--- config.mk ---
export PLATFORM = sky130hd
export DESIGN_NAME = fir_checkbits_reporter
export DESIGN_NICKNAME = d
export VERILOG_FILES = /design/src/rtl/fir_checkbits_reporter.sv
export SDC_FILE = /design/constraint.sdc
export NUM_CORES = 1
export LEC_CHECK = 0
export CAP_MARGIN = 20
export CORE_ASPECT_RATIO = 0.75
export CORE_UTILIZATION = 43
export DETAILED_ROUTE_END_ITERATION = 12
export PLACE_DENSITY = 0.8
export SYNTH_ARGS = -nofsm -noshare
export SYNTH_HDL_FRONTEND = slang
export SYNTH_SLANG_ARGS = --single-unit
--- constraint.sdc ---
create_clock -name axis_clk -period 2.7 [get_ports axis_clk]
set_input_delay 0.27 -clock axis_clk [delete_from_list [all_inputs] [get_ports axis_clk]]
set_output_delay 0.27 -clock axis_clk [all_outputs]
set_load 0.005 [all_outputs]
--- src/rtl/fir_checkbits_reporter.sv ---
// fir_checkbits_reporter: reports FIR output samples on the mprj_io[31:16] checkbits with start/timer/end markers.
// Define FIR_REPORT_TIMER_EN to emit the per-frame 00A5 (T_BEGIN) and 005A (T_END) timer markers.
module fir_checkbits_reporter #(
  parameter int DATA_W = 32,
  parameter int OUT_W = 16,
  parameter int NUM_SAMPLES = 64,
  parameter int NUM_FRAMES = 3,
  parameter int HOLD_CYCLES = 4,
  parameter logic [OUT_W-1:0] START_MARK = 16'hAB40,
  parameter logic [OUT_W-1:0] END_MARK = 16'hAB51
) (
  input  logic              axis_clk,
  input  logic              axis_rst_n,
  input  logic              start,
  input  logic              ss_tvalid,
  input  logic [DATA_W-1:0] ss_tdata,
  input  logic              ss_tlast,
  output logic              ss_tready,
  output logic [OUT_W-1:0]  checkbits,
  output logic [OUT_W-1:0]  checkbits_oe_n,
  output logic              busy,
  output logic              done,
  output logic              err
);
  localparam int HW = HOLD_CYCLES > 1 ? $clog2(HOLD_CYCLES) : 1;
  localparam int SW = NUM_SAMPLES > 1 ? $clog2(NUM_SAMPLES) : 1;
  localparam int FW = NUM_FRAMES > 1 ? $clog2(NUM_FRAMES) : 1;
  typedef enum logic [2:0] {ST_IDLE, ST_START, ST_T_BEGIN, ST_WAIT, ST_HOLD, ST_T_END, ST_END, ST_DONE} state_t;
  state_t state, state_d, after_start, after_frame;
  logic [HW-1:0] hold_cnt;
  logic [SW-1:0] sample_cnt;
  logic [FW-1:0] frame_cnt;
  logic [OUT_W-1:0] cb_d;
  logic hold_done, last_sample, last_frame, accept, entering, start_go, frame_end;
  logic unused_hi;
  assign hold_done = hold_cnt == '0;
  assign last_sample = sample_cnt == SW'(NUM_SAMPLES - 1);
  assign last_frame = frame_cnt == FW'(NUM_FRAMES - 1);
  assign accept = state == ST_WAIT && ss_tvalid;
  assign entering = state_d != state;
  assign start_go = entering && state_d == ST_START;
  assign unused_hi = ^ss_tdata[DATA_W-1:OUT_W];
`ifdef FIR_REPORT_TIMER_EN
  assign after_start = ST_T_BEGIN;
  assign after_frame = ST_T_END;
  assign frame_end = state == ST_T_END && hold_done;
`else
  assign after_start = ST_WAIT;
  assign after_frame = last_frame ? ST_END : ST_WAIT;
  assign frame_end = state == ST_HOLD && hold_done && last_sample;
`endif
  // State, hold timer, counters, checkbits and sticky framing error
  always_ff @(posedge axis_clk or negedge axis_rst_n) begin
    if (!axis_rst_n) begin
      state <= ST_IDLE;
      hold_cnt <= '0;
      sample_cnt <= '0;
      frame_cnt <= '0;
      checkbits <= '0;
      checkbits_oe_n <= '1;
      err <= 1'b0;
    end else begin
      state <= state_d;
      hold_cnt <= entering ? HW'(HOLD_CYCLES - 1) : hold_done ? hold_cnt : hold_cnt - HW'(1);
      sample_cnt <= start_go ? '0 : (state == ST_HOLD && hold_done) ? (last_sample ? '0 : sample_cnt + SW'(1)) : sample_cnt;
      frame_cnt <= start_go ? '0 : (frame_end && !last_frame) ? frame_cnt + FW'(1) : frame_cnt;
      checkbits <= cb_d;
      checkbits_oe_n <= start_go ? '0 : checkbits_oe_n;
      err <= start_go ? 1'b0 : (accept && ss_tlast != last_sample) ? 1'b1 : err;
    end
  end
  // Next state: every phase lasts until its hold timer expires, WAIT until a sample arrives
  always_comb begin
    state_d = state;
    case (state)
      ST_IDLE, ST_DONE: state_d = start ? ST_START : state;
      ST_START:         state_d = hold_done ? after_start : state;
      ST_T_BEGIN:       state_d = hold_done ? ST_WAIT : state;
      ST_WAIT:          state_d = ss_tvalid ? ST_HOLD : state;
      ST_HOLD:          state_d = hold_done ? (last_sample ? after_frame : ST_WAIT) : state;
      ST_T_END:         state_d = hold_done ? (last_frame ? ST_END : ST_T_BEGIN) : state;
      ST_END:           state_d = hold_done ? ST_DONE : state;
      default:          state_d = ST_IDLE;
    endcase
  end
  // Value loaded into checkbits on entry to a phase; WAIT and DONE keep the previous value
  always_comb begin
    cb_d = !entering ? checkbits :
           state_d == ST_START ? START_MARK :
           state_d == ST_T_BEGIN ? OUT_W'(16'h00A5) :
           state_d == ST_HOLD ? ss_tdata[OUT_W-1:0] :
           state_d == ST_T_END ? OUT_W'(16'h005A) :
           state_d == ST_END ? END_MARK : checkbits;
  end
  // Status outputs decoded from the current state
  always_comb begin
    ss_tready = state == ST_WAIT;
    busy = state != ST_IDLE && state != ST_DONE;
    done = state == ST_DONE;
  end
endmodule

==> reports/results.txt <==
status: finished, final reports clean
# H-tree levels: 2
slowest stage cell, crit path: nor3_4
critical path buffer and inverter count: 1
hold buffers post-CTS: 0
Max Freq: 0.401 GHz
Post-Synth Simple-Gate Area: 19.8%
DR vias: 1478
Unique masters post-synth: 48
core area: 3760 µm²
largest net degree at the start of global routing: 32
Max IR drop VDD: 645 µV
antenna violations before repair: 0
Slew headroom: 61.9%
post-layout min period: 2490 ps
Post-Syn Area: 1740 µm²
setup repair after global routing missed its margin: no
CTS tree: yes
Max-cap violations: 0
Data required, critical path: 2870 ps
Adder-Cell Fraction of Synth Area: 2.16%
total power: 2.17 mW
layout cells sized above 1: 9.48%
FFs w/ async S/R, synth: 100%
residual DRC count: 0
sequential share of the synthesized area: 44.7%
DR pass1 iterations: 4
FP Rows: 19
Synth Area in Compound Gates: 17.2%
Clock Tree Root: clkbuf_8
first-pass GRT wire length: 6270 µm
Overflow after GRT: 0
Final Cycle Share: 92.3%
Setup crit start kind: flip-flop
Mapped Nets: 229
Max Fanout on Critical Path: 12
post-route setup TNS: 0 ps
syn_area_per_cell: 9.20 µm²
initial drt markers: 79
Cells after Synth: 189
Synth Area in XOR/XNOR: 3.02%
TritonCTS Buffers: 5
path type of the worst min-delay path: in2async
Die Wd: 75.4 µm
ant diodes: 0
Avg WL per Cell: 13.7 µm
Post-DP Area: 2220 µm²
Die Span Y: 57.1 µm
Routed Wire Length: 3890 µm
Routed Antenna Nets: 0
Layout Nets: 271
Pwr Density: 937 nW/µm²
design area: 2310 µm²
synth-to-layout area growth: 33.0%
Worst path top cell family by delay: simple AND/OR/NAND/NOR gates
crit path cell chain: ha_1 -> and3_1 -> a41oi_2 -> nor3_4 -> inv_2 -> or3_1 -> a31o_1
type of destination of the critical path: flip-flop
GP Congestion: 0.843
total track usage: 19.7%
routed vias/inst: 5.20
starting density of the core: 46.3%
Slew @ Worst Pin: 571 ps
final hold violations: 0
io pins: 73
EDFF count, synth: 0
CP arrival: 2660 ps
CP Class: reg2reg
main combinational cell family by area after synthesis: simple AND/OR/NAND/NOR gates
Die Area: 4300 µm²
Clock Skews: 5.13 ps
# setup viols final: 0
Slew Limit Fails: 0
clk buf depth: 2
Leak Pwr: 0.995 nW
post-DP HPWL: 2880 µm
count of buffers from port buffering: 56
fillcell total: 333
Post-synth top flop: dfrtp_1
clk slew on worst S/H paths: 60 ps
# clock sinks: 31
Synth Register Bits: 31
Clock Latency Late Sink: 280 ps
Hold WS: 377 ps
mux contribution to synthesized area: 1.22%
vias in the first global route: 1345
YS warnings: 0
slowest stage delay, CP: 460 ps
[repair_timing]
action	CTS	global route
gates resized for setup	0	2
buffers inserted	0	0
setup endpoints to repair	0	10
[power breakdown]
part           switching [mW]  internal (mW)
combinational           0.563          0.513
sequential              0.116          0.628
clock                   0.166          0.181
[per-layer routing]
layer  vias up  routed length [µm]  GRT usage, %
met5         -                   0             0
met4         0                  35          6.35
met3         5                 270          4.42
met2        49                1740          30.0
met1       698                1850          27.9
li1        726                   -             -
[cell usage in the layout (no fill, tap or decap), types with 3 or more instances in the layout]
master and count:
clkdlybuf4s50_1 56, dfrtp_1 30, nand2_1 26, nor2_1 16, o21ai_0 14, a21oi_1 11
nand3_1 7, inv_1 6, a31oi_1 6, clkbuf_8 5, and3_1 3, xnor2_1 3
xor2_1 3, ha_1 3, buf_4 3
[synth_stat cells (all sizes together), types with 2 or more instances]
| master | n | area [µm²] |
|---|---|---|
| xnor2 | 3 | 26.3 |
| nand3 | 7 | 35.0 |
| a31oi | 6 | 37.5 |
| and3 | 3 | 18.8 |
| dfrtp | 30 | 751 |
| ha | 3 | 37.5 |
| inv | 9 | 36.3 |
| nor2 | 16 | 60.1 |
| or3 | 2 | 12.5 |
| nor3 | 3 | 20.0 |
| clkbuf | 2 | 7.51 |
| or2 | 3 | 18.8 |
| buf | 22 | 163 |
| nor2b | 2 | 12.5 |
| o21ai | 15 | 75.1 |
| nand2 | 26 | 97.6 |
| xor2 | 3 | 26.3 |
| a21oi | 11 | 55.1 |
[layout make-up]
class | instances | area (µm²) | share of cell area, %
well taps | 52 | 65.1 | 2.81
multi-input cells | 125 | 769 | 33.3
repair buffers | 59 | 583 | 25.2
clock buffers | 7 | 76.3 | 3.30
flip-flops and latches | 31 | 777 | 33.6
clock inverters | 1 | 5.00 | 0.216
inverters | 9 | 36.3 | 1.57
[stage by stage]
step	setup WS, ps	util, %	instances
5_1_grt	68.9	61.6	284
3_5_place_dp	102	59.0	276
4_1_cts	95.2	61.2	284
2_1_floorplan	615	-	189
3_3_place_gp	135	59.0	276
6_report	209	61.6	284
[cell families (layout without fill, tap and decap cells)]
logic type                 count (synthesis)  in the layout
AOI/OAI and AO/OA                         44             44
adders and majority gates                  3              3
muxes                                      2              2
buffers and inverters                     33             76
DFF                                       31             31
xor gates and xnor gates                   6              6
and+or+nand+nor                           70             70
[state kept, by name (all words and copies together), names as in the netlist]
name            flops
err                 1
frame_cnt           2
checkbits_oe_n      1
sample_cnt          6
hold_cnt            2
checkbits          16
state               3
[path summary, 6_finish.rpt]
| path | startpoint | to | slack [ps] | depth (start not counted) |
|---|---|---|---|---|
| worst min register to register | checkbits[1] | checkbits[1] | 470 | 2 |
| worst min-delay path | axis_rst_n | err | 380 | 2 |
| max in group asynchronous | axis_rst_n | checkbits_oe_n[14] | 2010 | 2 |
| worst max-delay path | sample_cnt[0] | checkbits[6] | 210 | 7 |
| worst max register to register | sample_cnt[0] | checkbits[6] | 210 | 7 |
| min in group axis_clk | checkbits[1] | checkbits[1] | 470 | 2 |
[worst register-to-register path: cells and delay by family (launching register included)]
kind	cells	cell delay [ps]
fa+ha+maj	1	210
compound gates	2	520
simple gates	3	1050
flops	1	430
buf+inv	1	170
Power figures use the tool's default switching activity.
